File: src/rtl/pipe_pkg.sv
// Shared types for the MIPS pipeline control blocks: register specifier width,
// scoreboard entry layout and hazard-cause encoding.
package pipe_pkg;

  localparam int REG_W = 5;
  localparam logic [REG_W-1:0] REG_ZERO = '0;

  typedef struct packed {
    logic [REG_W-1:0] rd;
    logic             regWrite;
    logic             memRead;
  } sbEntry_t;

  typedef enum logic [1:0] {
    HZ_NONE        = 2'd0,
    HZ_LOAD_USE    = 2'd1,
    HZ_BR_EX       = 2'd2,
    HZ_BR_MEM_LOAD = 2'd3
  } hazardCause_t;

  // $0 is hardwired, so a write to it can never be a producer.
  function automatic logic slotMatch(input sbEntry_t slot, input logic [REG_W-1:0] r);
    return slot.regWrite && (slot.rd != REG_ZERO) && (slot.rd == r);
  endfunction

endpackage

File: src/rtl/hazard_scoreboard.sv
// Two-slot destination scoreboard (EX, MEM) shadowing the ID/EX and EX/MEM
// registers, with bubble insertion on hazard stalls and a global hold.
module hazard_scoreboard
  import pipe_pkg::*;
(
  input  logic     clk,
  input  logic     reset,
  input  logic     hold,
  input  logic     bubble,
  input  sbEntry_t idEntry,
  output sbEntry_t exEntry,
  output sbEntry_t memEntry
);

  sbEntry_t slotEx_p1;
  sbEntry_t slotMem_p2;

  // ID -> EX -> MEM shadow stages
  always_ff @(posedge clk) begin
    if (reset) begin
      slotEx_p1  <= '0;
      slotMem_p2 <= '0;
    end else if (!hold) begin
      slotMem_p2 <= slotEx_p1;
      slotEx_p1  <= bubble ? sbEntry_t'('0) : idEntry;
    end
  end

  assign exEntry  = slotEx_p1;
  assign memEntry = slotMem_p2;

endmodule

File: src/rtl/hazard_ctrl.sv
// Hazard controller for the 5-stage MIPS core: load-use and branch-operand
// stalls, IF/ID flush on taken control transfers, and stall/flush statistics.
module hazard_ctrl #(
  parameter int CNT_W = 32,
  parameter int REG_W = 5
) (
  input  logic             clk,
  input  logic             reset,
  input  logic             extStall,
  input  logic [REG_W-1:0] registerRsID,
  input  logic [REG_W-1:0] registerRtID,
  input  logic             useRsID,
  input  logic             useRtID,
  input  logic             branchID,
  input  logic             jumpID,
  input  logic             branchTaken,
  input  logic [REG_W-1:0] registerRdID,
  input  logic             regWriteID,
  input  logic             memReadID,
  output logic             pcWrite,
  output logic             ifidWrite,
  output logic             ifidFlush,
  output logic             idexBubble,
  output logic [REG_W-1:0] registerRdEX,
  output logic [REG_W-1:0] registerRdMEM,
  output logic [CNT_W-1:0] stallCount,
  output logic [CNT_W-1:0] flushCount
);
  import pipe_pkg::*;

  sbEntry_t     idEntry;
  sbEntry_t     exEntry;
  sbEntry_t     memEntry;
  logic         matchEx;
  logic         matchMem;
  logic         loadUse;
  logic         brEx;
  logic         brMemLoad;
  logic         stall;
  hazardCause_t cause;
  logic [CNT_W-1:0] stallCount_p1;
  logic [CNT_W-1:0] flushCount_p1;

  assign idEntry = '{rd: registerRdID, regWrite: regWriteID, memRead: memReadID};

  hazard_scoreboard uScoreboard (
    .clk      (clk),
    .reset    (reset),
    .hold     (extStall),
    .bubble   (stall),
    .idEntry  (idEntry),
    .exEntry  (exEntry),
    .memEntry (memEntry)
  );

  always_comb begin
    matchEx   = (useRsID && slotMatch(exEntry, registerRsID)) ||
                (useRtID && slotMatch(exEntry, registerRtID));
    matchMem  = (useRsID && slotMatch(memEntry, registerRsID)) ||
                (useRtID && slotMatch(memEntry, registerRtID));
    loadUse   = exEntry.memRead && matchEx;
    brEx      = branchID && matchEx;
    // An ALU result in MEM reaches the ID comparator by forwarding; only a load there stalls.
    brMemLoad = branchID && memEntry.memRead && matchMem;
    stall     = loadUse || brEx || brMemLoad;
  end

  always_comb begin
    cause = HZ_NONE;
    if (loadUse)        cause = HZ_LOAD_USE;
    else if (brEx)      cause = HZ_BR_EX;
    else if (brMemLoad) cause = HZ_BR_MEM_LOAD;
  end

  always_comb begin
    pcWrite    = 1'b1;
    ifidWrite  = 1'b1;
    ifidFlush  = 1'b0;
    idexBubble = 1'b0;
    if (reset) begin
      ifidFlush  = 1'b1;
      idexBubble = 1'b1;
    end else if (extStall) begin
      pcWrite   = 1'b0;
      ifidWrite = 1'b0;
    end else if (stall) begin
      pcWrite    = 1'b0;
      ifidWrite  = 1'b0;
      idexBubble = 1'b1;
    end else begin
      ifidFlush = jumpID || (branchID && branchTaken);
    end
  end

  // statistics counters, updated at the edge
  always_ff @(posedge clk) begin
    if (reset) begin
      stallCount_p1 <= '0;
      flushCount_p1 <= '0;
    end else begin
      if (stall && !extStall) stallCount_p1 <= stallCount_p1 + CNT_W'(1);
      if (ifidFlush)          flushCount_p1 <= flushCount_p1 + CNT_W'(1);
    end
  end

  always_ff @(posedge clk) begin
    if (!reset) begin
      assert (stall == (cause != HZ_NONE));
      assert (!(ifidFlush && idexBubble));
    end
  end

  assign stallCount    = stallCount_p1;
  assign flushCount    = flushCount_p1;
  assign registerRdEX  = exEntry.rd;
  assign registerRdMEM = memEntry.rd;

endmodule

File: config.mk
export PLATFORM = sky130hd
export DESIGN_NAME = hazard_ctrl
export DESIGN_NICKNAME = d
export VERILOG_FILES = /design/src/rtl/pipe_pkg.sv /design/src/rtl/hazard_scoreboard.sv /design/src/rtl/hazard_ctrl.sv
export SDC_FILE = /design/constraint.sdc
export NUM_CORES = 1
export LEC_CHECK = 0
export ABC_AREA = 1
export CAP_MARGIN = 20
export CORE_ASPECT_RATIO = 1.4
export CORE_UTILIZATION = 47
export CTS_CLUSTER_SIZE = 10
export DETAILED_ROUTE_END_ITERATION = 8
export PLACE_DENSITY_LB_ADDON = 0.25
export SLEW_MARGIN = 10
export SYNTH_ARGS = -nofsm -noshare
export SYNTH_HDL_FRONTEND = slang
export SYNTH_SLANG_ARGS = --single-unit
File: constraint.sdc
create_clock -name clk -period 1.7 [get_ports clk]
set_input_delay 0.34 -clock clk [delete_from_list [all_inputs] [get_ports clk]]
set_output_delay 0.34 -clock clk [all_outputs]
set_load 0.03 [all_outputs]
==> results of run 1 <==
-- registers in the layout, summed over array words and instances, names as in the netlist --
| register | count |
|---|---|
| flushCount | 32 |
| stallCount | 32 |
| uScoreboard.exEntry | 7 |
| uScoreboard.memEntry | 7 |
-- worst max path at each step --
stage,endpoint,slack (ns),depth (start not counted)
floorplan,flushCount[24]$_SDFFE_PP0P_,-0.006,8
global placement,pcWrite,-0.85,10
detailed placement,pcWrite,-0.86,10
CTS,idexBubble,-0.33,12
global route,idexBubble,-0.42,12
finish,ifidFlush,-0.33,9
-- layout by cell type, fill, tap and decap left out, types with 15 or more instances in the layout --
cell type	synthesis	layout
dfxtp_1	78	62
xor2_1	37	37
nor3_1	24	21
nand2_1	213	173
inv_1	49	43
nor2_1	71	67
a21oi_1	70	42
a21oi_2	2	30
xnor2_1	17	17
nand3_1	75	74
dlygate4sd2_1	0	83
nand2_2	6	33
clkbuf_16	0	15
buf_4	17	98
-- repair_timing --
action / 4_1_cts / 5_1_grt
gates cloned: 2 / 7
endpoints found under the setup margin: 140 / 77
hold buffers: 0 / 0
pin swaps: 16 / 60
buffers inserted: 5 / 8
gates resized for setup: 152 / 119
-- cell type report --
class | count | area [um^2]
clock buffers | 10 | 229
clock inverters | 6 | 92.6
fillers | 872 | 2580
inverters | 57 | 256
multi-input cells | 583 | 3290
flip-flops and latches | 78 | 1600
well taps | 138 | 173
repair buffers | 225 | 2130
-- power by group through the flow --
stage               Sequential [mW]  Combinational [mW]  Clock (mW)
floorplan                      1.93               0.255           0
global placement               1.92               0.484           0
detailed placement             1.92               0.489           0
CTS                            1.88               0.502        2.16
global route                   1.88               0.622        2.22
finish                         1.88               0.580        2.14
-- worst max-delay path, delay by kind of cell, from the launching register on --
kind | cells | cell delay, ns
simple gates | 6 | 0.53
flops | 1 | 0.37
buf+inv | 2 | 0.30
xor+xnor | 1 | 0.16
-- through the flow --
| stage | cell area [um^2] | hold WS [ns] | util (%) |
|---|---|---|---|
| final | 7770 | 0.497 | 75.1 |
| after global routing | 7770 | 0.514 | 75.1 |
| after CTS | 7180 | 0.501 | 69.4 |
| after detailed placement | 6730 | 0.487 | 65.0 |
| after global placement | 6730 | 0.476 | 65.0 |
| after floorplan | 4990 | 0.446 | - |
-- cell families (layout without fill, tap and decap cells) --
group                    Yosys count  count (layout)  share of synthesized area, %
XOR/XNOR                          54              54                          9.50
flip-flops                        78              78                          31.4
AO/OA/AOI/OAI                     92              92                          9.45
buffers and inverters             97             298                          9.23
AND/OR/NAND/NOR                  435             435                          39.9
adder cells (fa/ha/maj)            2               2                         0.503
-- layer usage --
layer	up-vias	wire length, um
li1	2861	-
met1	2830	6820
met2	252	9770
met3	66	946
met4	0	894
met5	-	0
==> results.yml, run 1 <==
sta:
  period_minus_slack_ns: 2.03
  fin_ws_ns: -0.334
  hold_violations: 0
  drv_slew: 0
  setup_viol: 75
  worst_pin_slew_ns: 0.895
  slew_headroom_pct: 40.4
  fin_skew_ns: 0.0103
  post-route-period-util_pct: 120
  fin_setup_tns_ns: -10.89
  fmax_mhz: 492
  rsz0062_at_grt: "true"
global_route:
  gr-usage-all-layers_pct: 31.3
  grt_max_degree: 66
  grt_busiest_layer: "met2"
  use_met1_pct: 34.3
  met3_usage_pct: 4.64
  grt_pass1_wl_mm: 26.5
  grt_remaining_overflow: 0
  grt_pass1_vias: 5616
  grt_antenna_before_repair: 0
  grtUsageMet2_pct: 55.8
synthesis:
  yosys.area.top_type: "dfxtp_1"
  ys_seq_area_share_pct: 31.4
  async_flop_share_pct: 0
  yosysWarnings: 0
  synth_ff_type: "dfxtp_1"
  synth_area_leaders: "dfxtp_1 (31%), nand2_1 (16%), nand3_1 (7.5%)"
  synth-seq-cells: 78
  syn-cell-area_um2: 4980
  syn_avg_cell_area_um2: 6.56
  synth_edf_count: 0
  synth_commonest_cells: "nand2_1 (213), dfxtp_1 (78), nand3_1 (75)"
  synth_top_area_share_pct: 31.4
  synth.most_common_cell: "nand2_1"
  syn_inst: 758
  ys_types: 35
  syn-num-nets: 785
cells_and_area:
  drive_above_1_share_pct: 29.4
  stdcell_count: 1097
  area_delta_synth_final_pct: 56.2
  diodes: 0
  nets: 981
die:
  start_util_pct: 48.1
  fp.dieArea_um2: 11000
  die_y_um: 124
  pin_count: 103
  chipWidth_um: 89.0
  core-area_um2: 10300
  rows: 44
power_and_ir_drop:
  pwr-share-clk_pct: 46.5
  total_power_mw: 4.60
  pwr-share-seq_pct: 40.8
  power.density_nw_per_um2: 592
  intPower_mw: 3.40
  p_switching_mw: 1.20
  peakVddDrop_mv: 0.428
  netSwitchingFraction_pct: 26.0
  leakagePower_nw: 3.64
  comb_power_share_pct: 12.6
worst_setup_path:
  r2r_start: "stallCount[2]$_SDFFE_PP0P_"
  worst_r2r_path_depth: 8
  r2r_setup_slack_ns: -0.24
  cp-startpoint: "uScoreboard.exEntry[4]$_SDFFE_PP0N_"
  crit_path_frequent_cell: "buf_6"
  crit_chain: "xor2_1 -> nor2_1 -> nand3_1 -> nand2_1 -> nand2_2 -> buf_6 -> nand4_4 -> nand2_4 -> buf_6"
  crit_path_start_kind: "register"
  worstSetupEndpointType: "output port"
  cp_slowest_cell: "dfxtp_4"
  critical_path_arrival_ns: 1.69
  cpPeakStageDelay_ns: 0.37
  worstReg2RegEnd: "stallCount[18]$_SDFFE_PP0P_"
  cp_data_required_time_ns: 1.36
  crit_path_max_fanout: 5
  setup.worst_path.class: "register to output port"
route:
  routed_wl_mm: 18.4
  dr.pass1.iters: 5
  viasPerCell: 5.48
  drtIter0Drc: 400
  route.detailed.drc: 0
  wl_per_cell_um: 16.8
  antenna_left: 0
  vias: 6009
flow_run:
  maxCapViolations: 0
clock_tree:
  cts_buffers: 9
  clk_pin_slew_ns: 0.06
  tritoncts: "yes"
  cts_htree_levels: 3
  clock_path_buffers: 2
  cts.sinks: 78
  worst_skew_pair.late_latency_ns: 0.34
  cts_root_buffer: "clkbuf_16"
placement:
  dp_cells: 1061
  numPortBuffers: 102
  place_ws_ns: -0.855
  hpwl_mm: 12.2
  globalplace.congestion: 1.02
hold_path:
  whs_endpoint: "uScoreboard.memEntry[1]$_SDFFE_PP0N_"
  holdPathStages: 2
  worstHoldStart: "uScoreboard.memEntry[1]$_SDFFE_PP0N_"
  hold_class: "register to register"
status:
  outcome: "complete, but fails checks"
  violations: "setup timing"
No activity file was read; power rests on OpenSTA's default activity.
==> run 2, diff against run 1 <==
--- a/config.mk
+++ b/config.mk
@@ -5,10 +5,9 @@
 export SDC_FILE = /design/constraint.sdc
 export NUM_CORES = 1
 export LEC_CHECK = 0
-export ABC_AREA = 1
 export CAP_MARGIN = 20
 export CORE_ASPECT_RATIO = 1.4
-export CORE_UTILIZATION = 47
+export CORE_UTILIZATION = 45
 export CTS_CLUSTER_SIZE = 10
 export DETAILED_ROUTE_END_ITERATION = 8
 export PLACE_DENSITY_LB_ADDON = 0.25
==> run 2 against run 1 <==
The run still ends with setup timing left; area after synthesis shrank 16%; power down 3.2%; maximum frequency is 23% lower; flip-flop and latch count unchanged; wire length shrank 3.8%; first-iteration DRC count shrank 12%; critical path type unchanged.
==> results.yml, run 2 <==
worst_setup_path:
  crit_path_max_fanout: 3
  worstReg2RegEnd: "flushCount[29]$_SDFFE_PP0P_"
  cp_data_required_time_ns: 1.36
  cp-startpoint: "uScoreboard.memEntry[5]$_SDFFE_PP0N_"
  worstSetupEndpointType: "output port"
  critical_path_arrival_ns: 2.29
  critPathCapture: "ifidFlush"
  crit_path_start_kind: "register"
  setup.worst_path.class: "register to output port"
  r2r_start: "uScoreboard.memEntry[5]$_SDFFE_PP0N_"
  r2r_setup_slack_ns: -0.92
  worst_r2r_path_depth: 10
global_route:
  grt_max_degree: 80
  grt_remaining_overflow: 0
  grt_pass1_wl_mm: 22.2
  grt_pass1_vias: 4868
  gr-usage-all-layers_pct: 28.8
  grt_antenna_before_repair: 0
clock_tree:
  cts.sinks: 78
  clk_pin_slew_ns: 0.06
  cts_buffers: 9
  cts_root_buffer: "clkbuf_16"
  worst_skew_pair.late_latency_ns: 0.34
  hold_buffers: 0
  clock_path_buffers: 2
  tritoncts: "yes"
  cts_htree_levels: 3
die:
  core-area_um2: 9030
  start_util_pct: 46.5
  chipWidth_um: 83.7
  rows: 41
  pin_count: 103
  die_y_um: 116
  fp.dieArea_um2: 9730
synthesis:
  synth_top_area_share_pct: 37.2
  synth_edf_count: 0
  async_flop_share_pct: 0
  syn_avg_cell_area_um2: 8.42
  synth_area_leaders: "dfxtp_1 (37%), or4_1 (8.6%), o31ai_1 (8.0%)"
  syn-num-nets: 526
  yosys.area.top_type: "dfxtp_1"
  ys_types: 45
  synth-seq-cells: 78
  synth_ff_type: "dfxtp_1"
  synth.most_common_cell: "dfxtp_1"
  syn_inst: 499
  ys_seq_area_share_pct: 37.2
  yosysWarnings: 0
  syn-cell-area_um2: 4200
  synth_commonest_cells: "dfxtp_1 (78), a21oi_1 (55), or4_1 (48)"
route:
  wl_per_cell_um: 21.2
  viasPerCell: 6.35
  vias: 5313
  drtIter0Drc: 351
  routed_wl_mm: 17.7
  dr.pass1.iters: 4
  route.detailed.drc: 0
  antenna_left: 0
power_and_ir_drop:
  total_power_mw: 4.45
  leakagePower_nw: 3.06
  peakVddDrop_mv: 0.757
  power.density_nw_per_um2: 594
cells_and_area:
  final_cell_area_um2: 7500
  stdcell_count: 837
  final_common_cell: "buf_4"
  area_delta_synth_final_pct: 78.6
  final_util_pct: 83.1
  drive_above_1_share_pct: 45.2
  final_cell_mix: "buf_4 (128), dlygate4sd2_1 (78), dfxtp_2 (34)"
  diodes: 0
  nets: 752
sta:
  fin_setup_tns_ns: -54.86
  setup_viol: 76
  worst_pin_slew_ns: 0.447
  slew_headroom_pct: 70.2
  fin_ws_ns: -0.935
  whs_ns: 0.500
  period_minus_slack_ns: 2.63
  drv_slew: 0
  rsz0062_at_grt: "true"
  post-route-period-util_pct: 155
  fin_skew_ns: 0.0101
  hold_violations: 0
  fmax_mhz: 380
flow_run:
  maxCapViolations: 0
placement:
  numPortBuffers: 102
  place_ws_ns: -1.07
  globalplace.congestion: 0.878
  dp_cells: 789
  postPlaceCellArea_um2: 6290
  hpwl_mm: 9.33
status:
  violations: "setup timing"
  outcome: "complete, but fails checks"
hold_path:
  holdPathStages: 2
  hold_class: "register to register"
[run 2: power by group]
part | leakage, nW | internal, mW | switching [mW] | total, mW
registers | 0.657 | 1.83 | 0.0191 | 1.85
logic | 2.25 | 0.238 | 0.270 | 0.508
clock network | 0.150 | 1.33 | 0.767 | 2.10
total | 3.06 | 3.40 | 1.06 | 4.45
[run 2: metal layers]
metal | global-route usage, % | up-vias | part of all wire [%]
li1 | - | 2347 | -
met1 | 27.5 | 2554 | 34
met2 | 54.4 | 298 | 52
met3 | 6.93 | 114 | 6.0
met4 | 20.0 | 0 | 7.3
met5 | 0 | - | 0
[run 2: logic make-up (layout without fill, tap and decap cells)]
family / after synthesis / in the layout / share of synthesized area [%]
simple gates: 198 / 198 / 27.9
compound gates: 134 / 134 / 20.7
flops: 78 / 78 / 37.2
buf+inv: 55 / 286 / 6.49
xor+xnor: 21 / 21 / 4.38
mux: 11 / 11 / 2.74
fa+ha+maj: 2 / 2 / 0.596
[run 2: final cells by class]
type,instances,area [um^2]
clock buffers,13,250
flip-flops and latches,78,1650
inverters,8,30.0
fillers,506,1530
multi-input cells,366,3000
repair buffers,262,2370
well taps,107,134
clock inverters,3,67.6
[run 2: timing repair]
| item | 4_1_cts | 5_1_grt |
|---|---|---|
| gates cloned | 2 | 4 |
| setup buffers | 12 | 16 |
| setup endpoints to repair | 149 | 76 |
| pin swaps | 22 | 41 |
| gates resized for setup | 130 | 107 |
[run 2: worst min path at each step]
stage	slack (ns)	from	to
final	0.50	stallCount[31]$_SDFFE_PP0P_	stallCount[31]$_SDFFE_PP0P_
after global routing	0.53	stallCount[30]$_SDFFE_PP0P_	stallCount[30]$_SDFFE_PP0P_
after CTS	0.50	stallCount[31]$_SDFFE_PP0P_	stallCount[31]$_SDFFE_PP0P_
after detailed placement	0.49	stallCount[31]$_SDFFE_PP0P_	stallCount[31]$_SDFFE_PP0P_
after global placement	0.47	stallCount[31]$_SDFFE_PP0P_	stallCount[31]$_SDFFE_PP0P_
after floorplan	0.50	uScoreboard.exEntry[1]$_SDFFE_PP0N_	uScoreboard.memEntry[1]$_SDFFE_PP0N_
[run 2: worst max-delay path: stages, from the launching register on]
cell       delay (ns)
dfxtp_2          0.33
buf_4            0.13
or4_4            0.58
o2111ai_4        0.28
buf_6            0.16
o221ai_4         0.15
buf_12           0.16
nand2_4          0.04
buf_6            0.12
==> run 3, diff against run 2 <==
--- a/config.mk
+++ b/config.mk
@@ -6,11 +6,14 @@
 export NUM_CORES = 1
 export LEC_CHECK = 0
 export CAP_MARGIN = 20
+export CELL_PAD_IN_SITES_DETAIL_PLACEMENT = 0
+export CELL_PAD_IN_SITES_GLOBAL_PLACEMENT = 1
 export CORE_ASPECT_RATIO = 1.4
-export CORE_UTILIZATION = 45
+export CORE_UTILIZATION = 37
 export CTS_CLUSTER_SIZE = 10
 export DETAILED_ROUTE_END_ITERATION = 8
 export PLACE_DENSITY_LB_ADDON = 0.25
+export REMOVE_ABC_BUFFERS = 1
 export SLEW_MARGIN = 10
 export SYNTH_ARGS = -nofsm -noshare
 export SYNTH_HDL_FRONTEND = slang
==> constraint.sdc (replaced) <==
create_clock -name clk -period 2.46 [get_ports clk]
set_input_delay 0.492 -clock clk [delete_from_list [all_inputs] [get_ports clk]]
set_output_delay 0.492 -clock clk [all_outputs]
set_load 0.03 [all_outputs]
==> run 3 against run 2 <==
The run still ends with setup timing left; die area increased by 21%; sequential share of layout area grew 3.9 points; core utilization decreased by 27 points; non-clock buffer count down 104; power is 36% lower; worst setup slack better by 0.90 ns; register-to-register slack improved by 0.97 ns; sequential power down 30%; first-iteration DRC count decreased by 50%; final area shrank 18%; via count is 18% lower; clock skew decreased by 0.0015 ns; critical endpoint is now ifidWrite; highest routed layer unchanged.
==> results.yml, run 3 (synthesis results as in run 2) <==
route:
  antenna_left: 0
  vias: 4372
  route.detailed.drc: 0
  wl_per_cell_um: 16.5
  viasPerCell: 5.70
  drtIter0Drc: 174
  dr.pass1.iters: 4
  routed_wl_mm: 12.7
power_and_ir_drop:
  power.density_nw_per_um2: 467
  peakVddDrop_mv: 0.314
  leakagePower_nw: 2.06
worst_setup_path:
  r2r_setup_slack_ns: 0.05
  critical_path_arrival_ns: 2.00
  crit_chain: "or4_4 -> o221ai_4 -> buf_6 -> o22ai_4 -> o21ai_4 -> buf_6"
  r2r_start: "uScoreboard.exEntry[5]$_SDFFE_PP0N_"
  setup.worst_path.class: "register to output port"
  crit_path_start_kind: "register"
  cp_data_required_time_ns: 1.97
  crit_path_frequent_cell: "buf_6"
  crit_path_max_fanout: 6
  worstReg2RegEnd: "flushCount[17]$_SDFFE_PP0P_"
  worst_r2r_path_depth: 8
  cp_slowest_cell: "or4_4"
  worstSetupEndpointType: "output port"
  cpPeakStageDelay_ns: 0.53
  cp-startpoint: "uScoreboard.exEntry[5]$_SDFFE_PP0N_"
placement:
  numPortBuffers: 102
  hpwl_mm: 8.47
  globalplace.congestion: 0.791
  dp_cells: 740
  place_ws_ns: -0.457
cells_and_area:
  final_util_pct: 56.0
  final_cell_mix: "clkdlybuf4s50_1 (86), dfxtp_1 (70), a21oi_1 (51)"
  final_common_cell: "clkdlybuf4s50_1"
  drive_above_1_share_pct: 19.2
  diodes: 0
  area_delta_synth_final_pct: 45.7
  nets: 648
  stdcell_count: 767
clock_tree:
  cts_buffers: 9
  tritoncts: "yes"
  cts_htree_levels: 3
  cts_root_buffer: "clkbuf_16"
  hold_buffers: 0
  clk_pin_slew_ns: 0.06
  clock_path_buffers: 2
  cts.sinks: 78
  worst_skew_pair.late_latency_ns: 0.34
flow_run:
  maxCapViolations: 0
global_route:
  grt_remaining_overflow: 0
  grt_pass1_vias: 4094
  grt_antenna_before_repair: 0
  gr-usage-all-layers_pct: 21.6
  grt_pass1_wl_mm: 20.5
  grt_max_degree: 62
status:
  violations: "setup timing"
  outcome: "complete, but fails checks"
sta:
  post-route-period-util_pct: 101
  fmax_mhz: 401
  worst_pin_slew_ns: 0.621
  hold_violations: 0
  fin_skew_ns: 0.00859
  rsz0062_at_grt: "true"
  period_minus_slack_ns: 2.49
  setup_viol: 2
  slew_headroom_pct: 58.6
  drv_slew: 0
  whs_ns: 0.488
  fin_ws_ns: -0.0338
die:
  fp.dieArea_um2: 11800
  pin_count: 103
  start_util_pct: 38.5
  die_y_um: 128
  chipWidth_um: 92.1
  core-area_um2: 10900
  rows: 45
hold_path:
  worstHoldStart: "stallCount[31]$_SDFFE_PP0P_"
  holdPathStages: 2
  whs_endpoint: "stallCount[31]$_SDFFE_PP0P_"
  hold_class: "register to register"
## run 3: cell count changes in the layout (fill, tap and decap cells not counted), sizes merged, moves of 2 or more
cell,delta
bufinv,-2
dlygate4sd2,-73
clkdlybuf4s50,+68
clkdlybuf4s15,+2
buf,-102
clkinv,+4
## run 3: worst max-delay path by stage
stage | to | slack [ns] | depth (start not counted)
global placement | idexBubble | -0.41 | 7
floorplan | ifidWrite | -1.16 | 4
detailed placement | stallCount[5]$_SDFFE_PP0P_ | -0.46 | 8
global route | ifidWrite | -0.07 | 6
CTS | ifidWrite | -0.07 | 6
finish | ifidWrite | -0.03 | 6
## run 3: layout make-up
type | count | area (um^2)
clock buffer | 12 | 267
clock inverter | 4 | 20.0
fill | 988 | 4800
inverter | 8 | 30.0
multi-input combinational | 366 | 2540
sequential | 78 | 1580
tap | 141 | 176
timing repair buffer | 158 | 1500
## run 3: worst max-delay path: cells and delay by family (launching register included)
family / cells / cell delay, ns
flops: 1 / 0.37
simple gates: 1 / 0.53
buf+inv: 2 / 0.29
compound gates: 3 / 0.46
## run 3: metal layers
metal	vias up	part of all wire (%)	wire length, um	track usage (%)
li1	2137	-	-	-
met1	2107	43	5390	25.7
met2	106	51	6400	37.6
met3	22	3.9	493	3.80
met4	0	3.0	374	9.65
met5	-	0	0	0
## run 3: power breakdown
part	internal, mW	total (mW)	switching (mW)
combinational	0.128	0.268	0.141
clock	0.759	1.29	0.536
sequential	1.27	1.29	0.0188
## run 3: timing repair
item                       4_1_cts  5_1_grt
buffers inserted                 7        3
cloned                           0        1
resized for setup               39       32
hold endpoints to repair         0        0
pin swaps                       15       16
setup endpoints to repair       43       50
## run 3: per-stage QoR
step	power [mW]	instance area, um^2	setup TNS [ns]
6_report	2.86	6120	-0.0643
5_1_grt	2.94	6120	-0.358
4_1_cts	2.86	5970	-0.195
3_5_place_dp	1.56	5510	-26.16
3_3_place_gp	1.55	5510	-22.97
2_1_floorplan	1.41	3960	-20.79
